`config.mk`:
```
export PLATFORM = sky130hd
export DESIGN_NAME = ysyx_23060042_mdu_flat
export DESIGN_NICKNAME = d
export VERILOG_FILES = /design/src/rtl/ysyx_23060042_mdu_if.sv /design/src/rtl/ysyx_23060042_mdu.sv /design/src/flat_wrapper.sv
export SDC_FILE = /design/constraint.sdc
export NUM_CORES = 1
export LEC_CHECK = 0
export ABC_AREA = 1
export ABC_CLOCK_PERIOD_IN_PS = 11900
export CAP_MARGIN = 40
export CORE_ASPECT_RATIO = 1.25
export CORE_MARGIN = 2
export CORE_UTILIZATION = 45
export CTS_CLUSTER_DIAMETER = 40
export DETAILED_ROUTE_END_ITERATION = 16
export SLEW_MARGIN = 40
export SYNTH_ARGS = -nofsm -noshare
export SYNTH_HDL_FRONTEND = slang
export SYNTH_SLANG_ARGS = --single-unit
export TNS_END_PERCENT = 1
```
`constraint.sdc`:
```
create_clock -name clk -period 11.9 [get_ports clk]
set_clock_uncertainty 0.15 [all_clocks]
set_input_delay 2.38 -clock clk [delete_from_list [all_inputs] [get_ports clk]]
set_output_delay 2.38 -clock clk [all_outputs]
set_load 0.1 [all_outputs]
```
`src/rtl/ysyx_23060042_mdu_if.sv`:
```
// Request/response bus between a requester and the iterative multiply/divide unit.
// The requester drives the operation and flush; the unit drives handshake status and the result.
interface ysyx_23060042_mdu_if #(
  parameter int WIDTH = 32
);
  logic             flush;
  logic             in_valid;
  logic             in_ready;
  logic [2:0]       op;
  logic [WIDTH-1:0] data1;
  logic [WIDTH-1:0] data2;
  logic             out_valid;
  logic             out_ready;
  logic [WIDTH-1:0] out;
  logic             busy;

  modport master (
    output flush, in_valid, op, data1, data2, out_ready,
    input  in_ready, out_valid, out, busy
  );

  modport slave (
    input  flush, in_valid, op, data1, data2, out_ready,
    output in_ready, out_valid, out, busy
  );
endinterface

```
`src/rtl/ysyx_23060042_mdu.sv`:
```
// Iterative RV-style multiply/divide unit: shift-add multiply and restoring divide on
// operand magnitudes, one bit per cycle, with sign correction applied on the last step.
module ysyx_23060042_mdu #(
  parameter int WIDTH = 32
) (
  input  logic                 clk,
  input  logic                 rst_n,
  ysyx_23060042_mdu_if.slave   bus
);
  localparam int CW = $clog2(WIDTH + 1);

  typedef enum logic [1:0] {IDLE, CALC, DONE} state_t;

  state_t             state;
  logic [CW-1:0]      cnt;
  logic [2*WIDTH-1:0] acc;
  logic [WIDTH-1:0]   opnd;
  logic [WIDTH-1:0]   res_q;
  logic [2:0]         op_q;
  logic               neg_q;

  function automatic logic [WIDTH-1:0] neg_w(input logic [WIDTH-1:0] v, input logic n);
    return n ? -v : v;
  endfunction

  function automatic logic [2*WIDTH-1:0] neg_2w(input logic [2*WIDTH-1:0] v, input logic n);
    return n ? -v : v;
  endfunction

  assign bus.in_ready  = (state == IDLE);
  assign bus.out_valid = (state == DONE);
  assign bus.busy      = (state != IDLE);
  assign bus.out       = res_q;

  // Request decode: effective signs, magnitudes and the divide short-cuts
  logic             sgn1, sgn2, s1, s2, neg_in, div_zero, div_ovf;
  logic [WIDTH-1:0] mag1, mag2, byp_res;

  always_comb begin
    sgn1     = (bus.op == 3'b001) || (bus.op == 3'b010) || (bus.op == 3'b100) || (bus.op == 3'b110);
    sgn2     = (bus.op == 3'b001) || (bus.op == 3'b100) || (bus.op == 3'b110);
    s1       = sgn1 & bus.data1[WIDTH-1];
    s2       = sgn2 & bus.data2[WIDTH-1];
    mag1     = neg_w(bus.data1, s1);
    mag2     = neg_w(bus.data2, s2);
    neg_in   = (bus.op[2] && bus.op[1]) ? s1 : (s1 ^ s2);
    div_zero = bus.op[2] && (bus.data2 == '0);
    div_ovf  = bus.op[2] && !bus.op[0] && (bus.data2 == '1) &&
               (bus.data1 == {1'b1, {(WIDTH-1){1'b0}}});
    byp_res  = '0;
    if (div_zero)     byp_res = bus.op[1] ? bus.data1 : '1;
    else if (div_ovf) byp_res = bus.op[1] ? '0 : bus.data1;
  end

  // One iteration step; acc holds {hi, lo} for multiply and {remainder, quotient} for divide
  logic [WIDTH:0]     sum, rem_sh, diff;
  logic [2*WIDTH-1:0] acc_nx, prod;
  logic [WIDTH-1:0]   result;

  always_comb begin
    sum    = {1'b0, acc[2*WIDTH-1:WIDTH]} + (acc[0] ? {1'b0, opnd} : '0);
    rem_sh = acc[2*WIDTH-1:WIDTH-1];
    diff   = rem_sh - {1'b0, opnd};
    if (!op_q[2])     acc_nx = {sum, acc[WIDTH-1:1]};
    else if (!diff[WIDTH]) acc_nx = {diff[WIDTH-1:0], acc[WIDTH-2:0], 1'b1};
    else              acc_nx = {rem_sh[WIDTH-1:0], acc[WIDTH-2:0], 1'b0};
    prod = neg_2w(acc_nx, neg_q);
    if (!op_q[2])     result = (op_q[1:0] == 2'b00) ? prod[WIDTH-1:0] : prod[2*WIDTH-1:WIDTH];
    else if (op_q[1]) result = neg_w(acc_nx[2*WIDTH-1:WIDTH], neg_q);
    else              result = neg_w(acc_nx[WIDTH-1:0], neg_q);
  end

  // Control FSM: reset beats flush, flush beats acceptance and completion
  always_ff @(posedge clk) begin
    if (!rst_n) begin
      state <= IDLE;
      cnt   <= '0;
      acc   <= '0;
      res_q <= '0;
    end else if (bus.flush) begin
      state <= IDLE;
    end else begin
      case (state)
        IDLE: if (bus.in_valid) begin
          op_q  <= bus.op;
          neg_q <= neg_in;
          opnd  <= bus.op[2] ? mag2 : mag1;
          cnt   <= CW'(WIDTH);
          if (div_zero || div_ovf) begin
            res_q <= byp_res;
            state <= DONE;
          end else begin
            acc   <= bus.op[2] ? {{WIDTH{1'b0}}, mag1} : {{WIDTH{1'b0}}, mag2};
            state <= CALC;
          end
        end
        CALC: begin
          acc <= acc_nx;
          cnt <= cnt - CW'(1);
          if (cnt == CW'(1)) begin
            res_q <= result;
            state <= DONE;
          end
        end
        DONE: if (bus.out_ready) state <= IDLE;
        default: state <= IDLE;
      endcase
    end
  end
endmodule

```
`src/flat_wrapper.sv`:
```
// flat-port wrapper written by rule: the top's interface ports become plain ports
module ysyx_23060042_mdu_flat 
#(
  parameter int WIDTH = 32
)
  (clk, rst_n, bus_flush, bus_in_valid, bus_op, bus_data1, bus_data2, bus_out_ready, bus_in_ready, bus_out_valid, bus_out, bus_busy);
  ysyx_23060042_mdu_if #(.WIDTH(WIDTH)) bus_i ();
  input  logic clk;
  input  logic rst_n;
  input wire logic [$bits(bus_i.flush)-1:0] bus_flush;
  input wire logic [$bits(bus_i.in_valid)-1:0] bus_in_valid;
  input wire logic [$bits(bus_i.op)-1:0] bus_op;
  input wire logic [$bits(bus_i.data1)-1:0] bus_data1;
  input wire logic [$bits(bus_i.data2)-1:0] bus_data2;
  input wire logic [$bits(bus_i.out_ready)-1:0] bus_out_ready;
  output wire logic [$bits(bus_i.in_ready)-1:0] bus_in_ready;
  output wire logic [$bits(bus_i.out_valid)-1:0] bus_out_valid;
  output wire logic [$bits(bus_i.out)-1:0] bus_out;
  output wire logic [$bits(bus_i.busy)-1:0] bus_busy;
  assign bus_i.flush = bus_flush;
  assign bus_i.in_valid = bus_in_valid;
  assign bus_i.op = bus_op;
  assign bus_i.data1 = bus_data1;
  assign bus_i.data2 = bus_data2;
  assign bus_i.out_ready = bus_out_ready;
  assign bus_in_ready = bus_i.in_ready;
  assign bus_out_valid = bus_i.out_valid;
  assign bus_out = bus_i.out;
  assign bus_busy = bus_i.busy;
  ysyx_23060042_mdu #(.WIDTH(WIDTH)) u_core (.clk(clk), .rst_n(rst_n), .bus(bus_i));
endmodule
```
# Word level (Yosys, flattened, before mapping)
# Index checks and enable logic that the tools add are counted.
[op_classes]
add_sub_neg = 8
n_eq_ne = 14
muxes = 32
n_bitwise = 5
reduce_logical = 23
[ops]
columns = ["op", "n"]
rows = [
  ["32-bit two-way mux", 17],
  ["64-bit two-way mux", 5],
  ["32-bit negation", 4],
  ["64-bit case mux with 2 select lines", 1],
  ["32-bit equality test, second input constant", 2],
  ["64-bit negation", 1],
  ["32-bit case mux with 2 select lines", 1],
  ["32-bit by 33-bit adder with 33-bit output", 1],
  ["33-bit by 32-bit subtractor with 33-bit output", 1],
  ["32-bit logical NOT", 1],
  ["6-bit case mux with 2 select lines", 1],
  ["2-bit two-way mux", 4],
  ["4-bit AND reduction", 2],
  ["3-bit equality test, second input constant", 2],
  ["6-bit by 1-bit equality test with 1-bit output, second input constant", 1],
  ["1-bit logical OR", 6],
  ["6-bit two-way mux", 1],
  ["2-bit != test, second input constant", 3],
  ["2-bit case mux with 3 select lines", 1],
  ["3-bit AND reduction", 2],
  ["6-bit by 1-bit subtractor with 6-bit output, second input constant", 1],
  ["1-bit logical AND", 5],
  ["5-bit AND reduction", 1],
  ["2-bit logical NOT", 2],
  ["12 further kinds", 16],
]
[word_totals]
reg_bits = 140
out_inout_bits = 35

# Depth between registers and ports, before layout
# Gate-level depths: netlist of run 1.
[logic_depth]
ltp_word = 10
depth_mapped = 39
mapped_depth_nobuf = 38

# Worst setup path after synthesis of run 1
# OpenSTA, ideal clock, no wires.
[synth_timing]
kind = "reg-to-output"
from = "reg u_core.state[1]"
to = "out bus_busy"
t_arrival_ns = 2.604
required_ns = 9.370
slack_ns = 6.766
stages_incl_launch_ff = 3
path_buffers = 0
cell_sequence = "dfxtp_1 -> nor2_1 -> inv_1"
[synth_via]
elab_chain_cells = 1
[synth_lines]
columns = ["item", "line", "text"]
rows = [
  ["from (decl)", "ysyx_23060042_mdu.sv:14", "state_t state;"],
  ["from (signal assigned)", "ysyx_23060042_mdu.sv:76", "state <= IDLE;"],
  ["from (signal assigned)", "ysyx_23060042_mdu.sv:81", "state <= IDLE;"],
  ["from (signal assigned)", "ysyx_23060042_mdu.sv:91", "state <= DONE;"],
  ["2-bit nonzero test", "ysyx_23060042_mdu.sv:32", "assign bus.busy = (state != IDLE);"],
  ["to (decl)", "flat_wrapper.sv:19", "output wire logic [$bits(bus_i.busy)-1:0] bus_busy;"],
]
# No other way between the ends.

# Worst setup path in the final report of run 1
[layout_timing]
from = "in bus_data2[0]"
to = "reg u_core.acc[0]"
[layout_via]
elab_chain_cells = 6
word_cells_on_any_way = 14
[layout_lines]
columns = ["item", "line", "text"]
rows = [
  ["from (decl)", "flat_wrapper.sv:14", "input wire logic [$bits(bus_i.data2)-1:0] bus_data2;"],
  ["32-bit negation / 32-bit equality test (equally long branches)", "ysyx_23060042_mdu.sv:23, ysyx_23060042_mdu.sv:48", ""],
  ["32-bit two-way mux / 1-bit logical AND (equally long branches)", "ysyx_23060042_mdu.sv:23, ysyx_23060042_mdu.sv:48", ""],
  ["32-bit two-way mux / 1-bit logical AND (equally long branches)", "ysyx_23060042_mdu.sv:93, ysyx_23060042_mdu.sv:48", ""],
  ["64-bit two-way mux / 1-bit logical OR (equally long branches)", "ysyx_23060042_mdu.sv:89", "if (div_zero || div_ovf) begin"],
  ["64-bit two-way mux / 2-bit != test (equally long branches)", "-", ""],
  ["64-bit case mux with 2 select lines / 4-bit AND reduction (equally long branches)", "-", ""],
  ["to (signal assigned)", "ysyx_23060042_mdu.sv:93", "acc <= bus.op[2] ? {{WIDTH{1'b0}}, mag1} : {{WIDTH{1'b0}}, mag2};"],
  ["to (signal assigned)", "ysyx_23060042_mdu.sv:98", "acc <= acc_nx;"],
  ["to (decl)", "ysyx_23060042_mdu.sv:16", "logic [2*WIDTH-1:0] acc;"],
]
# Parallel ways exist; a longest one is shown, timed or not. The select of a mux whose other input is x is not followed.
# A chain may end at the register's enable or synchronous reset.

==> run metrics, run 1 <==
initial antenna violation count=1; Slew Viols, Final=0; status=completed; Synth area leader=nand2_1; R2R Path Start=u_core.acc[55]; Mean Syn Cell Area=5.711 um^2; worst reg2reg path depth=29; Rows=80; final hold slack=0.3231 ns; most common cell after layout, fill and taps aside=nand2_1; gr ovfl total=0; number of post-CTS setup repair buffers=0; CTS root buf=clkbuf_16; post-synthesis xor/xnor area fraction=5.925%; Vias/cell=5.810; # H-tree levels=4; CP Capture Type=flip-flop; top area cells in the synthesized netlist=nand2_1 19%, dfxtp_1 12%, inv_1 8.4%; Yosys top cell area share=19.06%; vias in the first global route=19375; asr flop ratio synth=0%; worst relative slew slack=44.19%; gpl congestion=1.036; Synth Flop Type=dfxtp_1; Tightest Pin Transition=0.8284 ns; maximum vdd drop=0.08103 mV; Post-layout nets=3215; RSZ-0062 raised after global routing=false; Mapped Nets=3173; Post-Route WL=80370 um; core area=38040 um^2; Max-Cap Viols=0; TritonCTS Buffers=17; Syn. warnings=0; adder-cell area share of the yosys netlist=5.368%; PortBufs=106; crit share post-route=53.68%; Worst-Skew Late Latency=0.46 ns; share of cells above drive strength 1=8.141%; largest family of logic cells by synthesized area=simple AND/OR/NAND/NOR gates; Sink Count=140; minimum clock period=6.388 ns; starting DRC count in detailed routing=2189; n_diodes=0; number of flops mapped to enable cells by yosys=36; Fmax=156.5 MHz; CP arrival=6.56 ns; DP HPWL=63080 um; IO Count=107; reg2reg setup slack=5.72 ns; register area share after synthesis=18.29%; leakage=9.368 nW; Netlist Area Pre-Place=17290 um^2; die span in x=179.3 um; HP Class=flip-flop to flip-flop; clk slew on worst S/H paths=0.08 ns; top fanout value on the critical path=70; post-synthesis compound-gate area fraction=19.66%; Worst Path Required=12.08 ns; Post-CTS Hold Fix Bufs=0; Die Span Y=223.2 um; total number of vias=20769; mux share of post-synthesis cell area=0.05788%; Post-Synthesis Cells=3028; post-cts sizing count=0; initial core utilization=45.47%; Post-DRT Antenna Nets=0; Layout area overhead=11.00%; final hold violations=0; GRT Util Overall=40.07%; CTS tree=built; Detailed Routing Iterations Pass 1=7; r2r endpoint=u_core.bus.out[18]; Post-Synth Simple-Gate Area=39.13%; setup_tns=0 ns; DR DRC count=0; first-pass GRT wire length=118100 um; #FFs+latches synth=140; Crit. Startpoint=bus_data2[0]; layout filler cell count=4122; Startpoint Class=primary input; commonest cells after routing, fill and taps aside=877 x nand2_1, 386 x inv_1, 275 x nor2_1; CP Class=primary input to flip-flop; Synth cell types=55; DR WL/cell=22.48 um; Pwr per Cell Area=85.07 nW/um^2; Final setup violation count=0; largest net degree at the start of global routing=74; die area=40030 um^2; clk buf depth=2; crit path to=u_core.acc[0]
## worst min-delay path by stage
stage             startpoint            end  slack [ns]  cells past startpoint
5_1_grt        u_core.acc[5]  u_core.acc[5]        0.35                      2
4_1_cts        u_core.acc[5]  u_core.acc[5]        0.32                      2
3_5_place_dp   u_core.acc[5]  u_core.acc[5]        0.31                      2
6_report       u_core.acc[5]  u_core.acc[5]        0.32                      2
3_3_place_gp   u_core.acc[6]  u_core.acc[6]        0.30                      2
2_1_floorplan  u_core.acc[3]  u_core.acc[3]        0.29                      2
## per-layer routing
layer	vias up	GRT usage, %	share of wire (%)
met1	9566	44.69	36
met2	999	65.52	46
li1	9923	-	-
met5	-	0	0.016
met3	279	8.538	8.1
met4	2	31.50	9.5
## synthesized netlist by cell type, types with 8 or more instances
cell type  number
a31oi_1        15
nand4_1        32
clkbuf_1       70
xnor2_1        30
nor4_1         11
a221oi_1       10
xor2_1         87
ha_1           71
nand2_2        61
o21ai_2         9
o21ai_0       227
or2_2           9
a21oi_2        10
o211ai_1       24
dfxtp_1       104
nor3_1         40
nand2_1       878
edfxtp_1       36
o21bai_1       17
inv_1         389
buf_2          25
nand3_2        10
nor2_1        278
buf_1          11
nand3_1       205
inv_2           8
o21ai_1        17
nor2_2         25
nand3b_1       12
a21oi_1       243
## flip-flops by register name, summed over array words and instances (netlist names)
| register | count |
|---|---|
| u_core.op_q | 3 |
| u_core.cnt | 6 |
| u_core.state | 2 |
| u_core.acc | 64 |
| u_core.opnd | 32 |
| u_core.bus.out | 32 |
| u_core.neg_q | 1 |
## where the power goes
group          switching, mW  internal (mW)
Clock                  0.265          0.292
Sequential            0.0175          0.512
Combinational          0.388          0.158
## area by class of cell
class	count	area (um^2)	share of cell area (%)
clock buffer	18	450.4	2.347
clock inverter	14	141.4	0.7365
inverter	400	1501	7.822
multi-input combinational	2376	12160	63.32
sequential	140	3163	16.48
tap	492	615.6	3.207
timing repair buffer	135	1169	6.088
## logic make-up after synthesis
kind of cell | count (synthesis)
flip-flops | 140
AND/OR/NAND/NOR | 1575
multiplexers | 1
adder cells (fa/ha/maj) | 73
buffers and inverters | 512
AO/OA/AOI/OAI | 610
XOR/XNOR | 117
## worst max-delay path, cell delays in order
cell and delay, ns:
clkdlybuf4s50_1 0.47, inv_1 0.10, ha_1 0.16, nand3_1 0.09, nand3b_1 0.18, nor3_1 0.26, nand3_1 0.15, nor3_1 0.21
inv_1 0.11, nor2_1 0.10, inv_1 0.06, nor2_2 0.18, nand2_1 0.11, o31ai_1 0.18, nand2_1 0.14, nand2_2 0.08
buf_4 0.59, inv_1 0.55, nor2_1 0.20, nor2_1 0.05, o21ai_0 0.11, inv_1 0.07
## through the flow
stage	setup WS [ns]	total power, mW	cell area, um^2	cells	util [%]
6_report	5.512	1.633	19200	3575	50.47
5_1_grt	5.068	1.694	19200	3575	50.47
4_1_cts	5.599	1.616	19180	3574	50.41
3_5_place_dp	5.142	1.069	18580	3542	48.86
3_3_place_gp	5.231	1.067	18670	3538	49.09
2_1_floorplan	6.766	0.8825	17290	3028	-
Note: power is estimated with default switching activity, not from simulation.
==> run 2: changes to the inputs <==
ABC_CLOCK_PERIOD_IN_PS = 6400   (was 11900)
clock period = 6.4 ns   (was 11.9 ns; I/O delays follow)
==> run metrics, run 2 (synthesis gave the netlist of run 1 again) <==
status=completed; Final setup violation count=0 (unchanged); clk buf depth=2 (unchanged); starting DRC count in detailed routing=2159 (-1.4%); post-cts sizing count=0 (unchanged); initial core utilization=45.47% (unchanged); Pwr per Cell Area=154.3 nW/um^2 (+81%); Slew Viols, Final=0 (unchanged); gr ovfl total=0 (unchanged); crit path to=u_core.bus.out[18]; sw frac=40.53% (-0.57 points); die area=40030 um^2 (unchanged); HP Class=flip-flop to flip-flop; DR DRC count=0 (unchanged); commonest cells after routing, fill and taps aside=877 x nand2_1, 386 x inv_1, 275 x nor2_1; CP Capture Type=flip-flop; Post-Route WL=81170 um (+1.0%); number of post-CTS setup repair buffers=0 (unchanged); Clock power frac=32.1% (-2.0 points); # H-tree levels=4 (unchanged); beginning of the worst hold path=u_core.acc[3]; first-pass GRT wire length=120000 um (+1.6%); GR Layer Usage met2=65.32% (-0.20 points); Crit. Startpoint=u_core.acc[52]; Post-CTS Hold Fix Bufs=0 (unchanged); dpl cell area=18640 um^2 (+0.28%); leakage=9.357 nW (-0.12%); TritonCTS Buffers=17 (unchanged); Core Util, Final=50.40% (-0.069 points); crit share post-route=81.89%; GRT met1 Usage=45.61% (+0.92 points); Sink Count=140 (unchanged); total number of vias=20869 (+0.48%); post-route setup slack=1.159 ns (-4.353 ns); Switch Pwr=1.199 mW (+79%); worst relative slew slack=41.21% (-3.0 points); Detailed Routing Iterations Pass 1=6 (-1); Post-DRT Antenna Nets=0 (unchanged); top fanout value on the critical path=12 (-83%); P_int=1.760 mW (+83%); CP arrival=5.47 ns (-1.09 ns); worst reg2reg path depth=28 (-3.4%); Layout area overhead=10.84%; Startpoint Class=flip-flop; Die Span Y=223.2 um (unchanged); IO Count=107 (unchanged); GRT busiest layer=met2; CTS root buf=clkbuf_16; CP max stage cell=dfxtp_1; Fmax=190.8 MHz; setup_tns=0 ns (unchanged); power share of the sequential group=33.3% (+0.9 points); Max-Cap Viols=0 (unchanged); Post-layout nets=3219 (+0.12%); share of cells above drive strength 1=8.101% (-0.040 points); GRT Util Overall=40.76% (+0.69 points); die span in x=179.3 um (unchanged); final hold violations=0 (unchanged); hold-critical path depth=2 (unchanged); PortBufs=106 (unchanged); Worst Path Required=6.63 ns (-5.45 ns); DP HPWL=63560 um (+0.76%); RSZ-0062 raised after global routing=false; Rows=80 (unchanged); final instance area=19170 um^2 (-0.14%); CTS tree=built; most common cell after layout, fill and taps aside=nand2_1; vias in the first global route=19711 (+1.7%); largest net degree at the start of global routing=123 (+66%); final hold slack=0.3225 ns (-0.0006640 ns); core area=38040 um^2 (unchanged); Crit path largest cell delay=0.71 ns (+0.12 ns); reg2reg setup slack=1.16 ns (-4.56 ns); maximum vdd drop=0.1943 mV (+140%); R2R Path Start=u_core.acc[52]; Vias/cell=5.829 (+0.34%); DR WL/cell=22.67 um (+0.86%); gpl congestion=1.033 (-0.22%); M3 GR Usage=8.555% (+0.017 points); Gate power share=34.6% (+1.1 points); r2r endpoint=u_core.bus.out[18]; Worst-Skew Late Latency=0.46 ns (about the same); most frequent CP cell=nand2_1; minimum clock period=5.241 ns; Largest register FFs=64 (unchanged); CP Class=flip-flop to flip-flop; initial antenna violation count=11 (+10); Tightest Pin Transition=0.8726 ns (+0.04419 ns); pre-CTS setup slack=1.289 ns (-3.853 ns); clk slew on worst S/H paths=0.06 ns (-0.02 ns); largest register by flop count=u_core.acc
==> run 2: cell count changes in the layout (fill, tap and decap cells not counted), moves of 3 or more <==
cell      before  now
clkinv_2       0    3
inv_8          5    0
inv_6          4    0
buf_4         25   29
==> run 2: through the flow <==
stage / std cells / total power [mW]
after floorplan: 3028 / 1.641
after global placement: 3544 / 1.990
after detailed placement: 3547 / 1.994
after CTS: 3578 / 2.932
after global routing: 3579 / 3.076
final: 3580 / 2.959
==> run 2: final cells by class <==
cell class / instances / area [um^2]
fill: 4199 / 18870
multi-input combinational: 2376 / 12150
sequential: 140 / 3163
inverter: 400 / 1501
timing repair buffer: 139 / 1201
tap: 492 / 615.6
clock buffer: 21 / 460.4
clock inverter: 10 / 68.82
antenna: 2 / 5.005
==> run 2: worst min-delay path by stage <==
stage               endpoint  slack, ns
2_1_floorplan  u_core.acc[3]       0.29
3_3_place_gp   u_core.acc[6]       0.31
3_5_place_dp   u_core.acc[3]       0.31
4_1_cts        u_core.acc[3]       0.32
5_1_grt        u_core.cnt[0]       0.36
6_report       u_core.acc[3]       0.32
==> run 2: power groups by stage <==
stage	sequential, mW	combinational, mW	clock [mW]
final	0.985	1.02	0.949
after global routing	0.988	1.10	0.985
after CTS	0.983	0.996	0.953
after detailed placement	1.00	0.992	0
after global placement	1.00	0.987	0
after floorplan	1.04	0.599	0
==> run 2: routing by layer <==
metal | share of wire [%] | up-vias
li1 | - | 9932
met1 | 36 | 9495
met2 | 45 | 1092
met3 | 7.9 | 334
met4 | 10 | 16
met5 | 0.14 | -
==> run 2: critical path: cells and delay by family (launching register included) <==
family / cells / cell delay, ns
and+or+nand+nor: 19 / 2.41
AOI/OAI and AO/OA: 5 / 0.83
DFF: 1 / 0.71
adders and majority gates: 2 / 0.62
buffers and inverters: 2 / 0.41
==> run 3: changes to the inputs <==
ABC_CLOCK_PERIOD_IN_PS = 5500   (was 6400)
clock period = 5.5 ns   (was 6.4 ns; I/O delays follow)
==> run metrics, run 3 (synthesis gave the netlist of run 1 again) <==
Post-Route WL=83530 um (+2.9%); first-pass GRT wire length=122100 um (+1.7%); IO Count=107 (unchanged); Core Util, Final=51.02% (+0.62 points); crit share post-route=89.15% (+7.3 points); final hold violations=0 (unchanged); gr ovfl total=0 (unchanged); number of post-CTS setup repair buffers=0 (unchanged); Final setup violation count=0 (unchanged); Layout area overhead=12.21%; GRT Util Overall=41.59% (+0.83 points); final instance area=19410 um^2 (+1.2%); TritonCTS Buffers=17 (unchanged); largest register by flop count=u_core.acc; most frequent CP cell=nand2_1; Worst Path Required=5.74 ns (-0.89 ns); Pwr per Cell Area=183.3 nW/um^2 (+19%); Vias/cell=5.860 (+0.52%); Switch Pwr=1.479 mW (+23%); die area=40030 um^2 (unchanged); leakage=9.524 nW (+1.8%); Bufs and invs on worst path=3 (+1); clk buf depth=2 (unchanged); Largest register FFs=64 (unchanged); share of cells above drive strength 1=8.933% (+0.83 points); CTS root buf=clkbuf_16; dpl cell area=18820 um^2 (+1.0%); Tightest Pin Transition=0.9823 ns (+0.1097 ns); P_int=2.077 mW (+18%); initial core utilization=45.47% (unchanged); DR WL/cell=23.16 um (+2.2%); post-cts sizing count=0 (unchanged); Post-DRT Antenna Nets=0 (unchanged); sw frac=41.60% (+1.1 points); total number of vias=21130 (+1.3%); Post-CTS Hold Fix Bufs=0 (unchanged); core area=38040 um^2 (unchanged); Crit path largest cell delay=0.43 ns (-0.28 ns); Design Power=3.556 mW (+20%); Reg area=3164 um^2 (about the same); Post-layout nets=3244 (+0.78%); worst relative slew slack=33.82% (-7.4 points); Startpoint Class=flip-flop; top fanout value on the critical path=28 (+16); power share of the sequential group=32.3% (-1.0 points); Clock power frac=33.7% (+1.6 points); Worst path top cell family by delay=simple AND/OR/NAND/NOR gates; CP Capture Type=flip-flop; post-route setup slack=0.5970 ns (-0.5618 ns); minimum clock period=4.903 ns (-0.3382 ns); footprint of the multi-input gates=12150 um^2 (unchanged); Fmax=204.0 MHz (+6.9%); DP HPWL=66520 um (+4.7%); most common cell after layout, fill and taps aside=nand2_1; CP max stage cell=nand2_1; Gate power share=34.1% (-0.5 points); Detailed Routing Iterations Pass 1=8 (+2); layout filler cell count=4195 (-0.095%); vias in the first global route=19998 (+1.5%); Sink Count=140 (unchanged); commonest cells after routing, fill and taps aside=877 x nand2_1, 388 x inv_1, 275 x nor2_1; Die Span Y=223.2 um (unchanged); HP Class=flip-flop to flip-flop; CP arrival=5.15 ns (-0.32 ns); Slew Viols, Final=0 (unchanged); # H-tree levels=4 (unchanged); largest net degree at the start of global routing=73 (-41%); PortBufs=106 (unchanged); Max-Cap Viols=0 (unchanged); Rows=80 (unchanged); gpl congestion=1.049 (+1.5%); die span in x=179.3 um (unchanged); RSZ-0062 raised after global routing=false; setup_tns=0 ns (unchanged); status=completed; pre-CTS setup slack=0.4661 ns (-0.8233 ns); Worst-Skew Late Latency=0.46 ns (about the same); CP Class=flip-flop to flip-flop; starting DRC count in detailed routing=2387 (+11%); CTS tree=built; initial antenna violation count=5 (-6); clk slew on worst S/H paths=0.07 ns (about the same); maximum vdd drop=0.1583 mV (-19%); DR DRC count=0 (unchanged)
## run 3: cell types whose count changed in the layout (fill, tap and decap cells not counted), moves of 2 or more
cell / change
inv_6: +3
clkbuf_1: -2
inv_1: +2
clkinvlp_4: -2
inv_8: +3
clkinv_2: -3
buf_4: +25
## run 3: tightest hold or removal path, stage by stage, from the launching register on
cell and delay [ns]:
dfxtp_1 0.31, inv_1 0.07, a21oi_1 0.06
## run 3: power groups by stage
stage	Clock (mW)	Sequential (mW)	Combinational, mW
4_1_cts	1.21	1.14	1.18
3_5_place_dp	0	1.17	1.17
5_1_grt	1.23	1.15	1.30
3_3_place_gp	0	1.17	1.17
6_report	1.20	1.15	1.21
2_1_floorplan	0	1.21	0.697
## run 3: per-stage QoR
stage | cells | hold slack [ns]
after global placement | 3569 | 0.3116
final | 3606 | 0.3305
after global routing | 3604 | 0.3611
after floorplan | 3028 | 0.2891
after detailed placement | 3572 | 0.3152
after CTS | 3604 | 0.3257
## run 3: final timing paths
check / slack, ns / from / to / cells past startpoint
setup reg to reg: 0.60 / u_core.opnd[0] / u_core.bus.out[21] / 28
setup / recovery: 0.60 / u_core.opnd[0] / u_core.bus.out[21] / 28
hold reg to reg: 0.33 / u_core.acc[6] / u_core.acc[6] / 2
hold / removal: 0.33 / u_core.acc[6] / u_core.acc[6] / 2
## run 3: metal layers
layer / up-vias / routed length (um) / GRT usage, %
met2: 1124 / 38460 / 67.64
li1: 9969 / - / -
met5: - / 40 / 0
met3: 338 / 6611 / 8.350
met1: 9693 / 29630 / 45.48
met4: 6 / 8785 / 36.47
## run 3: area by class of cell
class | instances | share of cell area, %
multi-input cells | 2376 | 62.63
flip-flops and latches | 140 | 16.31
inverters | 400 | 7.737
repair buffers | 164 | 7.157
well taps | 492 | 3.172
clock buffers | 19 | 2.334
clock inverters | 13 | 0.6383
diodes | 2 | 0.02579
